--- src/rtl/load_store_unit.sv ---
// RV32I memory-access stage: req/gnt/rvalid data port, store packing, load extract/extend; LSU_MISALIGN_EN enables misalign trap.
// Latency: store 2 cycles start->done (gnt same cycle), load 3 cycles plus rvalid delay.
// Backpressure: holds req/addr/data until gnt; lsu_stall_o holds upstream while REQ/WAIT.
module load_store_unit #(
    parameter int WIDTH = 32
) (
    input  logic             clk,
    input  logic             rst,
    input  logic             ex_valid_i,
    input  logic [7:0]       load_store_info_i,
    input  logic [WIDTH-1:0] mem_addr_i,
    input  logic [WIDTH-1:0] store_data_i,
    input  logic             flush_i,
    output logic             dmem_req_o,
    output logic             dmem_we_o,
    output logic [WIDTH-1:0] dmem_addr_o,
    output logic [3:0]       dmem_wstrb_o,
    output logic [WIDTH-1:0] dmem_wdata_o,
    input  logic             dmem_gnt_i,
    input  logic             dmem_rvalid_i,
    input  logic [WIDTH-1:0] dmem_rdata_i,
    output logic             lsu_stall_o,
    output logic             lsu_done_o,
    output logic [WIDTH-1:0] load_data_o,
    output logic             misalign_o
);

`ifdef LSU_MISALIGN_EN
    typedef enum logic [2:0] {S_IDLE, S_REQ, S_WAIT, S_DONE, S_ERR} state_t;
`else
    typedef enum logic [2:0] {S_IDLE, S_REQ, S_WAIT, S_DONE} state_t;
`endif

    typedef enum logic [2:0] {
        OP_LB, OP_LH, OP_LW, OP_LBU, OP_LHU, OP_SB, OP_SH, OP_SW
    } op_t;

    state_t           state_q, state_d;
    op_t              op_dec, op_q;
    logic             store_dec;
    logic [3:0]       wstrb_dec;
    logic [WIDTH-1:0] wdata_dec;
    logic [1:0]       off_in;
    logic             start;

    logic [WIDTH-1:0] addr_q;
    logic [1:0]       off_q;
    logic             we_q;
    logic [3:0]       wstrb_q;
    logic [WIDTH-1:0] wdata_q;
    logic             killed_q;
    logic [WIDTH-1:0] load_data_q;
    logic [WIDTH-1:0] load_ext;
    logic [WIDTH-1:0] rshift;
    logic [15:0]      half_sel;

    assign off_in = mem_addr_i[1:0];
    assign start  = ex_valid_i & (|load_store_info_i) & (state_q == S_IDLE) & ~flush_i;

    // Highest-numbered decode bit wins when several are set.
    always_comb begin
        op_dec = OP_SW;
        if      (load_store_info_i[7]) op_dec = OP_LB;
        else if (load_store_info_i[6]) op_dec = OP_LH;
        else if (load_store_info_i[5]) op_dec = OP_LW;
        else if (load_store_info_i[4]) op_dec = OP_LBU;
        else if (load_store_info_i[3]) op_dec = OP_LHU;
        else if (load_store_info_i[2]) op_dec = OP_SB;
        else if (load_store_info_i[1]) op_dec = OP_SH;
        else                           op_dec = OP_SW;
    end

    always_comb begin
        store_dec = 1'b0;
        wstrb_dec = 4'b0000;
        wdata_dec = '0;
        case (op_dec)
            OP_SB: begin
                store_dec = 1'b1;
                wstrb_dec = 4'b0001 << off_in;
                wdata_dec = {4{store_data_i[7:0]}};
            end
            OP_SH: begin
                store_dec = 1'b1;
                wstrb_dec = off_in[1] ? 4'b1100 : 4'b0011;
                wdata_dec = {2{store_data_i[15:0]}};
            end
            OP_SW: begin
                store_dec = 1'b1;
                wstrb_dec = 4'b1111;
                wdata_dec = store_data_i;
            end
            default: ;
        endcase
    end

`ifdef LSU_MISALIGN_EN
    logic misalign_dec;
    always_comb begin
        misalign_dec = 1'b0;
        case (op_dec)
            OP_LH, OP_LHU, OP_SH: misalign_dec = off_in[0];
            OP_LW, OP_SW:         misalign_dec = |off_in;
            default:              misalign_dec = 1'b0;
        endcase
    end
`endif

    always_comb begin
        state_d = state_q;
        case (state_q)
            S_IDLE: begin
                if (start) begin
`ifdef LSU_MISALIGN_EN
                    state_d = misalign_dec ? S_ERR : S_REQ;
`else
                    state_d = S_REQ;
`endif
                end
            end
            S_REQ: begin
                if (dmem_gnt_i)   state_d = we_q ? S_DONE : S_WAIT;
                else if (flush_i) state_d = S_IDLE;
            end
            S_WAIT:  if (dmem_rvalid_i) state_d = S_DONE;
            S_DONE:  state_d = S_IDLE;
            default: state_d = S_IDLE;
        endcase
    end

    // Extraction works on the captured offset so the response can arrive any cycle later.
    always_comb begin
        rshift   = dmem_rdata_i >> {off_q, 3'b000};
        half_sel = off_q[1] ? dmem_rdata_i[31:16] : dmem_rdata_i[15:0];
        load_ext = dmem_rdata_i;
        case (op_q)
            OP_LB:   load_ext = {{24{rshift[7]}}, rshift[7:0]};
            OP_LBU:  load_ext = {24'h0, rshift[7:0]};
            OP_LH:   load_ext = {{16{half_sel[15]}}, half_sel};
            OP_LHU:  load_ext = {16'h0, half_sel};
            default: load_ext = dmem_rdata_i;
        endcase
    end

    always_ff @(posedge clk) begin
        if (rst) begin
            state_q     <= S_IDLE;
            op_q        <= OP_LB;
            addr_q      <= '0;
            off_q       <= 2'b00;
            we_q        <= 1'b0;
            wstrb_q     <= 4'b0000;
            wdata_q     <= '0;
            killed_q    <= 1'b0;
            load_data_q <= '0;
        end else begin
            state_q <= state_d;
            if (start) begin
                op_q     <= op_dec;
                addr_q   <= {mem_addr_i[WIDTH-1:2], 2'b00};
                off_q    <= off_in;
                we_q     <= store_dec;
                wstrb_q  <= wstrb_dec;
                wdata_q  <= wdata_dec;
                killed_q <= 1'b0;
            end else if (flush_i && ((state_q == S_REQ && dmem_gnt_i) || state_q == S_WAIT)) begin
                killed_q <= 1'b1;
            end
            if (state_q == S_WAIT && dmem_rvalid_i && !killed_q && !flush_i)
                load_data_q <= load_ext;
        end
    end

    assign dmem_req_o   = (state_q == S_REQ);
    assign dmem_we_o    = we_q;
    assign dmem_addr_o  = addr_q;
    assign dmem_wstrb_o = wstrb_q;
    assign dmem_wdata_o = wdata_q;
    assign lsu_stall_o  = start | (state_q == S_REQ) | (state_q == S_WAIT);
    assign lsu_done_o   = (state_q == S_DONE) & ~killed_q;
    assign load_data_o  = load_data_q;
`ifdef LSU_MISALIGN_EN
    assign misalign_o   = (state_q == S_ERR);
`else
    assign misalign_o   = 1'b0;
`endif

endmodule

--- config.mk ---
export PLATFORM = sky130hd
export DESIGN_NAME = load_store_unit
export DESIGN_NICKNAME = d
export VERILOG_FILES = /design/src/rtl/load_store_unit.sv
export SDC_FILE = /design/constraint.sdc
export NUM_CORES = 1
export LEC_CHECK = 0
export BUFFER_PORTS_ARGS = -buffer_cell sky130_fd_sc_hd__buf_2
export CORE_MARGIN = 2
export CORE_UTILIZATION = 47
export DETAILED_ROUTE_END_ITERATION = 8
export GPL_ROUTABILITY_DRIVEN = 0
export PLACE_DENSITY = 0.8
export SYNTH_ARGS = -nofsm -noshare
export SYNTH_HDL_FRONTEND = slang
export SYNTH_SLANG_ARGS = --single-unit
export TNS_END_PERCENT = 1
--- constraint.sdc ---
create_clock -name clk -period 2 [get_ports clk]
set_input_delay 0.3 -clock clk [delete_from_list [all_inputs] [get_ports clk]]
set_output_delay 0.3 -clock clk [all_outputs]
set_load 0.1 [all_outputs]
### Yosys cells after proc, flatten, opt, wreduce, memory -nomap -nowiden

Index checks and enable logic that the tools add are counted.

| cells by class | value |
|---|---|
| shift operators | 2 |
| multiplexer cells | 19 |
| reductions and logical operators | 14 |
| eq/ne operators | 12 |
| bitwise gates (word level) | 8 |

Operators with widths:

| cell | number |
|---|---|
| $pmux W32 S4 | 1 |
| $pmux W32 S3 | 1 |
| $shr A32 B5 Y8 | 1 |
| $mux W3 | 8 |
| $mux W16 | 1 |
| $eq A3 B3 Y1 const B | 4 |
| $pmux W4 S3 | 1 |
| $eq A3 B2 Y1 const B | 3 |
| $pmux W3 S3 | 1 |
| $reduce_or A8 Y1 | 1 |
| $eq A3 B1 Y1 const B | 2 |
| $logic_not A3 Y1 | 2 |
| $logic_and A1 B1 Y1 | 5 |
| $and A1 B1 Y1 | 4 |
| $mux W2 | 2 |
| $mux W4 | 1 |
| $ne A2 B2 Y1 const B | 2 |
| $shl A1 B2 Y4 const A | 1 |
| $mux W1 | 3 |
| $ne A3 B2 Y1 const B | 1 |
| $reduce_and A3 Y1 | 1 |
| $reduce_or A3 Y1 | 1 |
| $logic_not A1 Y1 | 2 |
| $not A1 Y1 | 2 |
| other kinds (3) | 4 |

| storage, ports and cells | value |
|---|---|
| register bits after elaboration | 108 |
| input bits | 110 |
| output and inout bits | 105 |
| logic and storage cells | 64 |

### Longest topological paths before layout

Gate-level depths: netlist (run 1).

| depth | value |
|---|---|
| depth after elaboration | 10 |
| gate-level depth with buffers | 8 |

### Worst setup path before layout (run 1)

Ideal clock, no wire load.

| path | value |
|---|---|
| kind | in2out |
| start point | in load_store_info_i[7] |
| end point | out lsu_stall_o |
| setup slack | -817 ps |
| arrival time | 2517 ps |
| stages on the path | 6 |
| cells stage by stage | clkbuf_1 > nor4_2 > and2_1 > nor3b_1 > nor3_1 > a21oi_1 |

| on the way | value |
|---|---|
| cells in the longest elaborated chain, start to end | 6 |

RTL lines:

| item | line | text |
|---|---|---|
| start: declaration | 10 | `input logic [7:0] load_store_info_i,` |
| $reduce_or A8 Y1 | 58 | `assign start = ex_valid_i & (\|load_store_info_i) & (state_q == S_IDLE) & ~flush_i;` |
| $and A1 B1 Y1 (3 in series) | 58 |  |
| $or A1 B1 Y1 (2 in series) | 179 | `assign lsu_stall_o = start \| (state_q == S_REQ) \| (state_q == S_WAIT);` |
| end: declaration | 22 | `output logic lsu_stall_o,` |

Every way passes these cells.

### Worst setup path in the final report (run 1)

| path | value |
|---|---|
| start point | reg state_q[1] |
| end point | out lsu_done_o |

| on the way | value |
|---|---|
| cells in the longest elaborated chain, start to end | 2 |

RTL lines:

| item | line | text |
|---|---|---|
| start: declaration | 38 | `state_t state_q, state_d;` |
| start signal: assignment | 157 | `state_q <= state_d;` |
| $eq A3 B2 Y1 | 180 | `assign lsu_done_o = (state_q == S_DONE) & ~killed_q;` |
| $and A1 B1 Y1 | 180 |  |
| end: declaration | 23 | `output logic lsu_done_o,` |

Every way passes these cells.

==> reports/metrics.csv, run 1 <==
stage;metric;value;unit
status;status;finished clean;
power_and_ir_drop;clockPowerShare;27.5;%
critical_path;cp-end-kind;primary output;
power_and_ir_drop;irDropWorstVdd;454;uV
timing;slew_violations;0;
timing;timing.final.hold_violations;0;
finish;syn_to_final_growth;32.2;%
critical_path;critical-path-top-delay-family;buffers and inverters;
detailed_routing;postRouteWirelength;13.9;mm
clock_tree;tritoncts;done;
timing;fin_tns_setup;0;ps
global_routing;grt_util_met3;4.91;%
synth;synth_warnings;0;
global_routing;gr-total-overflow;0;
floorplanning;start_util;48.1;%
run;maxCapViolCount;0;
critical_path;crit_fanout;7;
global_routing;busiest_layer;met2;
floorplanning;die_w;104;um
synth;synthFlopType;dfxtp_1;
finish;layout.area.seq;2140;um2
synth;synthAdderAreaFrac;0;%
power_and_ir_drop;power_leakage;2.87;nW
global_routing;grt_max_degree;50;
place;dp_hpwl;10.6;mm
timing;slew_headroom;55.0;%
power_and_ir_drop;p_sw;1.72;mW
clock_tree;clk_latency;360;ps
finish;multi_input_area;2270;um2
synth;synth-edff-count;0;
floorplanning;die_area;10700;um2
floorplanning;io_pins;215;
place;dp_cells;856;
clock_tree;cts_sinks;107;
timing;rsz0062_at_grt;no;
finish;drive_gt1_share;39.1;%
timing;setup_viol;0;
global_routing;antenna_found_initial;0;
global_routing;grt_pass1_wl;22.5;mm
synth;ys_async_sr_fraction;0;%
clock_tree;cts_buffer_depth;2;
critical_path;crit_buf_inv;2;
synth;synth_area;4660;um2
power_and_ir_drop;p_comb_share;26.5;%
synth;synth_top_family_by_area;compound AO/OA/AOI/OAI gates;
finish;layout.nets;844;
detailed_routing;antenna_left;0;
power_and_ir_drop;power_density;793;nW/um2
synth;synthXorXnorAreaFrac;0.564;%
floorplanning;die_y;104;um
critical_path;cp.arrival;1580;ps
global_routing;first_global_vias;4733;
detailed_routing;drt-pass1-iter-count;5;
synth;synth_compound_area_share;28.8;%
synth;synth-seq-area-share;46.0;%
timing;finalCriticalPeriod;1880;ps
power_and_ir_drop;intPower;3.17;mW
finish;fillCellCount;850;
timing;max_freq;531;MHz
finish;antenna_cells;0;
detailed_routing;drt_iter0_markers;322;
detailed_routing;vias_per_cell;5.53;
place;io_buffers;211;
clock_tree;cts_root_buf;clkbuf_8;
critical_path;slowest_stage;buf_2;
synth;muxShareOfSynthArea;3.28;%
floorplanning;rows;36;
detailed_routing;wl_per_cell;16.0;um
global_routing;met2_usage;41.4;%
clock_tree;htreeDepth;3;
clock_tree;cts_made_buffers;9;
hold_path;hold_path_class;in2reg;
critical_path;path_class;reg2out;
detailed_routing;drc;0;
timing;fin_ws;117;ps
synth;synth_seq_cells;107;
timing;period_share;94.1;%
detailed_routing;via_count;4825;
place;dpl_worst_slack;-83.3;ps
synth;post_synth.cell_area_avg;9.07;um2
critical_path;cp_cell_sequence;buf_4 -> and2b_1 -> and2_1 -> buf_2;
synth;synth-simple-area-share;15.2;%
power_and_ir_drop;p_sw_share;35.1;%
global_routing;met1_usage;32.6;%
power_and_ir_drop;seq_power_share;46.0;%
finish;final_cells;872;
clock_tree;clkSlewWorstSetupHoldPaths;100;ps
timing;finalClockSkew;7.40;ps
critical_path;cpPeakStageDelay;420;ps
timing;max_slew.worst_pin.slew;673;ps
global_routing;grt_usage;25.2;%
critical_path;critPathRequiredTime;1700;ps
synth;synth.distinct_cells;56;
synth;synth_cells;514;
critical_path;startpoint_type;flop;
floorplanning;core_area;9680;um2
## metal layers
layer	vias to the layer above	part of all wire, %	wire length, um
met1	2252	42	5780
met2	226	48	6750
met5	-	0	0
met3	31	7.7	1080
met4	0	2.3	314
li1	2316	-	-
## Yosys cell counts, types with 3 or more instances
| cell | number | area (um2) |
|---|---|---|
| inv_1 | 5 | 18.8 |
| nor4_2 | 3 | 37.5 |
| nor2_1 | 32 | 120 |
| nor3_1 | 3 | 15.0 |
| and3_1 | 9 | 56.3 |
| a22oi_1 | 15 | 113 |
| o21ai_0 | 8 | 40.0 |
| o31ai_1 | 7 | 52.6 |
| mux2_2 | 10 | 113 |
| a211oi_1 | 20 | 150 |
| and2_1 | 3 | 18.8 |
| clkbuf_1 | 11 | 41.3 |
| mux2i_1 | 4 | 40.0 |
| o22ai_1 | 15 | 93.8 |
| buf_6 | 10 | 113 |
| nor2b_1 | 4 | 25.0 |
| o21ai_1 | 27 | 135 |
| a22o_1 | 45 | 394 |
| nand2_1 | 78 | 293 |
| buf_2 | 12 | 60.1 |
| buf_4 | 6 | 45.0 |
| a21oi_1 | 38 | 190 |
| dfxtp_1 | 107 | 2140 |
## cell type report
| class | instances | area share [%] |
|---|---|---|
| Multi-Input combinational cell | 363 | 36.8 |
| Sequential cell | 107 | 34.8 |
| Timing Repair Buffer | 247 | 22.1 |
| Tap cell | 133 | 2.70 |
| Clock buffer | 10 | 2.23 |
| Clock inverter | 6 | 1.04 |
| Inverter | 6 | 0.365 |
## stage by stage
| stage | hold WS (ps) | power (mW) | area, um2 | utilization (%) |
|---|---|---|---|---|
| after global routing | 129 | 5.08 | 6160 | 63.6 |
| after global placement | 432 | 3.55 | 5950 | 61.4 |
| after CTS | 126 | 4.90 | 6150 | 63.5 |
| after floorplan | 425 | 3.24 | 4680 | - |
| final | 136 | 4.89 | 6160 | 63.6 |
| after detailed placement | 438 | 3.58 | 5950 | 61.4 |
## cell usage in the layout, fill, tap and decap left out, drive strengths merged, types with 3 or more instances in the layout
cell type / Yosys / final
and3: 9 / 9
a22oi: 15 / 15
mux2: 10 / 10
a22o: 45 / 45
o22ai: 15 / 15
nor4: 5 / 5
nand2: 78 / 78
mux2i: 4 / 4
nor2: 33 / 33
o31ai: 7 / 7
inv: 6 / 7
buf: 29 / 247
nor2b: 4 / 4
conb: 1 / 3
nor3: 5 / 5
and2: 3 / 3
a211oi: 20 / 20
o21ai: 36 / 36
clkbuf: 11 / 10
a21oi: 39 / 39
dfxtp: 107 / 107
## repair_timing
action | in CTS | in global routing
buffers inserted | 0 | 0
hold endpoints to repair | 0 | 0
setup endpoints to repair | 0 | 22
hold buffers | 0 | 0
resized for setup | 0 | 3
## sequential cells by signal, indices dropped and copies added (netlist names)
name and count:
dmem_wstrb_o 4, dmem_wdata_o 32, off_q 2, dmem_we_o 1, dmem_addr_o 30, killed_q 1
op_q 3, load_data_o 32, state_q 2
## path summary, 6_finish.rpt
| path | startpoint | endpoint | slack, ps | depth (start not counted) |
|---|---|---|---|---|
| max reg2reg | state_q[1] | dmem_wdata_o[28] | 150 | 5 |
| min | mem_addr_i[13] | dmem_addr_o[13] | 140 | 2 |
| min reg2reg | dmem_wdata_o[17] | dmem_wdata_o[17] | 450 | 2 |
| max | state_q[1] | lsu_done_o | 120 | 4 |
## kinds of logic (layout without fill, tap and decap cells)
group,after synthesis,in the layout
buf+inv,46,269
xor+xnor,3,3
mux,14,14
compound gates,194,194
simple gates,149,149
other cells,1,3
flops,107,107
## power groups by stage
stage / sequential, mW / combinational [mW] / clock (mW)
final: 2.25 / 1.30 / 1.35
after global routing: 2.26 / 1.37 / 1.45
after CTS: 2.25 / 1.29 / 1.37
after detailed placement: 2.30 / 1.28 / 0
after global placement: 2.29 / 1.26 / 0
after floorplan: 2.71 / 0.533 / 0
(Power assumes the default switching activity.)
==> inputs of run 2 (changes only) <==
Settings changed: PLACE_DENSITY 0.8 to 0.85.
==> run 2 against run 1 <==
Net effect:
- global-route usage rose by 0.37 points
- combinational power is essentially flat
- critical path depth rose by 3
- sequential power hardly changed
- highest routed layer unchanged
- worst hold slack better by 1.3 ps
- routed wire length rose by 1.7%
- power up 0.74%
==> reports/metrics.csv, run 2 (synthesis results as in run 1) <==
stage;metric;value;unit
finish;layout.area.seq;2140;um2
clock_tree;tritoncts;done;
floorplanning;core_area;9680;um2
power_and_ir_drop;irDropWorstVdd;359;uV
timing;slew_violations;0;
global_routing;busiest_layer;met2;
timing;max_slew.worst_pin.slew;610;ps
global_routing;grt_usage;25.6;%
finish;fillCellCount;825;
timing;setup_viol;0;
global_routing;grt_max_degree;51;
global_routing;met2_usage;44.7;%
floorplanning;start_util;48.1;%
clock_tree;cts_sinks;107;
status;status;finished clean;
timing;finalCriticalPeriod;1880;ps
critical_path;cp.arrival;1580;ps
clock_tree;clk_latency;350;ps
global_routing;grt_pass1_wl;22.6;mm
finish;final_common_cell;buf_2;
power_and_ir_drop;power_leakage;2.89;nW
place;io_buffers;211;
timing;max_freq;532;MHz
hold_path;hold_path_class;in2reg;
detailed_routing;via_count;4895;
timing;finalClockSkew;9.28;ps
floorplanning;io_pins;215;
detailed_routing;postRouteWirelength;14.2;mm
clock_tree;cts_root_buf;clkbuf_8;
critical_path;crit_fanout;5;
global_routing;gr-total-overflow;0;
global_routing;antenna_found_initial;0;
global_routing;grt_util_met3;6.48;%
timing;rsz0062_at_grt;no;
detailed_routing;drt_iter0_markers;260;
floorplanning;rows;36;
clock_tree;htreeDepth;3;
clock_tree;clkSlewWorstSetupHoldPaths;110;ps
finish;layout.nets;846;
place;dp_hpwl;11.0;mm
clock_tree;ctsHoldBuffers;0;
finish;final_cells;874;
critical_path;startpoint_type;input port;
timing;slew_headroom;59.2;%
finish;multi_input_area;2260;um2
finish;drive_gt1_share;39.0;%
floorplanning;die_y;104;um
power_and_ir_drop;power_density;797;nW/um2
detailed_routing;vias_per_cell;5.60;
global_routing;first_global_vias;4730;
detailed_routing;antenna_left;0;
finish;antenna_cells;0;
run;maxCapViolCount;0;
detailed_routing;drt-pass1-iter-count;5;
critical_path;path_class;in2out;
critical_path;cp-end-kind;primary output;
detailed_routing;drc;0;
clock_tree;post_cts_buffers;0;
finish;layout_common_cells;buf_2, dfxtp_1, nand2_1;
timing;period_share;94.0;%
finish;syn_to_final_growth;32.5;%
global_routing;met1_usage;29.9;%
critical_path;critPathRequiredTime;1700;ps
clock_tree;cts_made_buffers;9;
floorplanning;die_w;104;um
power_and_ir_drop;power;4.92;mW
timing;timing.final.hold_violations;0;
detailed_routing;wl_per_cell;16.2;um
clock_tree;cts_buffer_depth;2;
floorplanning;die_area;10700;um2
place;dp_cells;858;
run 2: repair_timing:
item                                    4_1_cts  5_1_grt
endpoints found under the setup margin        0        1
hold endpoints to repair                      0        0
gates resized for setup                       0        1
run 2: metrics by stage:
stage	area [um2]	worst slack, ps	TNS [ps]	hold WS (ps)	util [%]
final	6180	121	0	137	63.8
after global routing	6180	31.2	0	111	63.8
after CTS	6170	40.9	0	119	63.7
after detailed placement	5960	41.0	0	439	61.6
after global placement	5960	62.0	0	430	61.6
after floorplan	4680	-169	-169	425	-
run 2: worst paths after layout:
kind              cells after the start               end                 start  slack (ps)
hold / removal                        2    dmem_addr_o[9]         mem_addr_i[9]         140
hold reg to reg                       2  dmem_wdata_o[11]      dmem_wdata_o[11]         450
setup reg to reg                      5   dmem_wdata_o[7]            state_q[1]         170
setup / recovery                      7       lsu_stall_o  load_store_info_i[2]         120
run 2: power breakdown:
group	switching [mW]	total, mW	internal [mW]
clock network	0.746	1.38	0.635
logic	0.941	1.30	0.355
registers	0.0439	2.25	2.20
total	1.73	4.92	3.19
run 2: final cells by class:
| class | count | area share, % |
|---|---|---|
| repair buffers | 249 | 22.3 |
| multi-input cells | 363 | 36.5 |
| well taps | 133 | 2.69 |
| flip-flops and latches | 107 | 34.7 |
| clock buffers | 11 | 2.29 |
| inverters | 6 | 0.365 |
| clock inverters | 5 | 1.09 |
run 2: critical path, stage by stage:
cell,delay [ps]
buf_2,130
nor4_2,330
and2_1,230
nor3b_1,80
nor3_2,180
a21oi_4,40
buf_2,290
run 2: routing by layer:
layer,share of wire (%),vias up
met2,50,277
met1,39,2281
li1,-,2317
met5,0,-
met3,9.4,20
met4,1.6,0
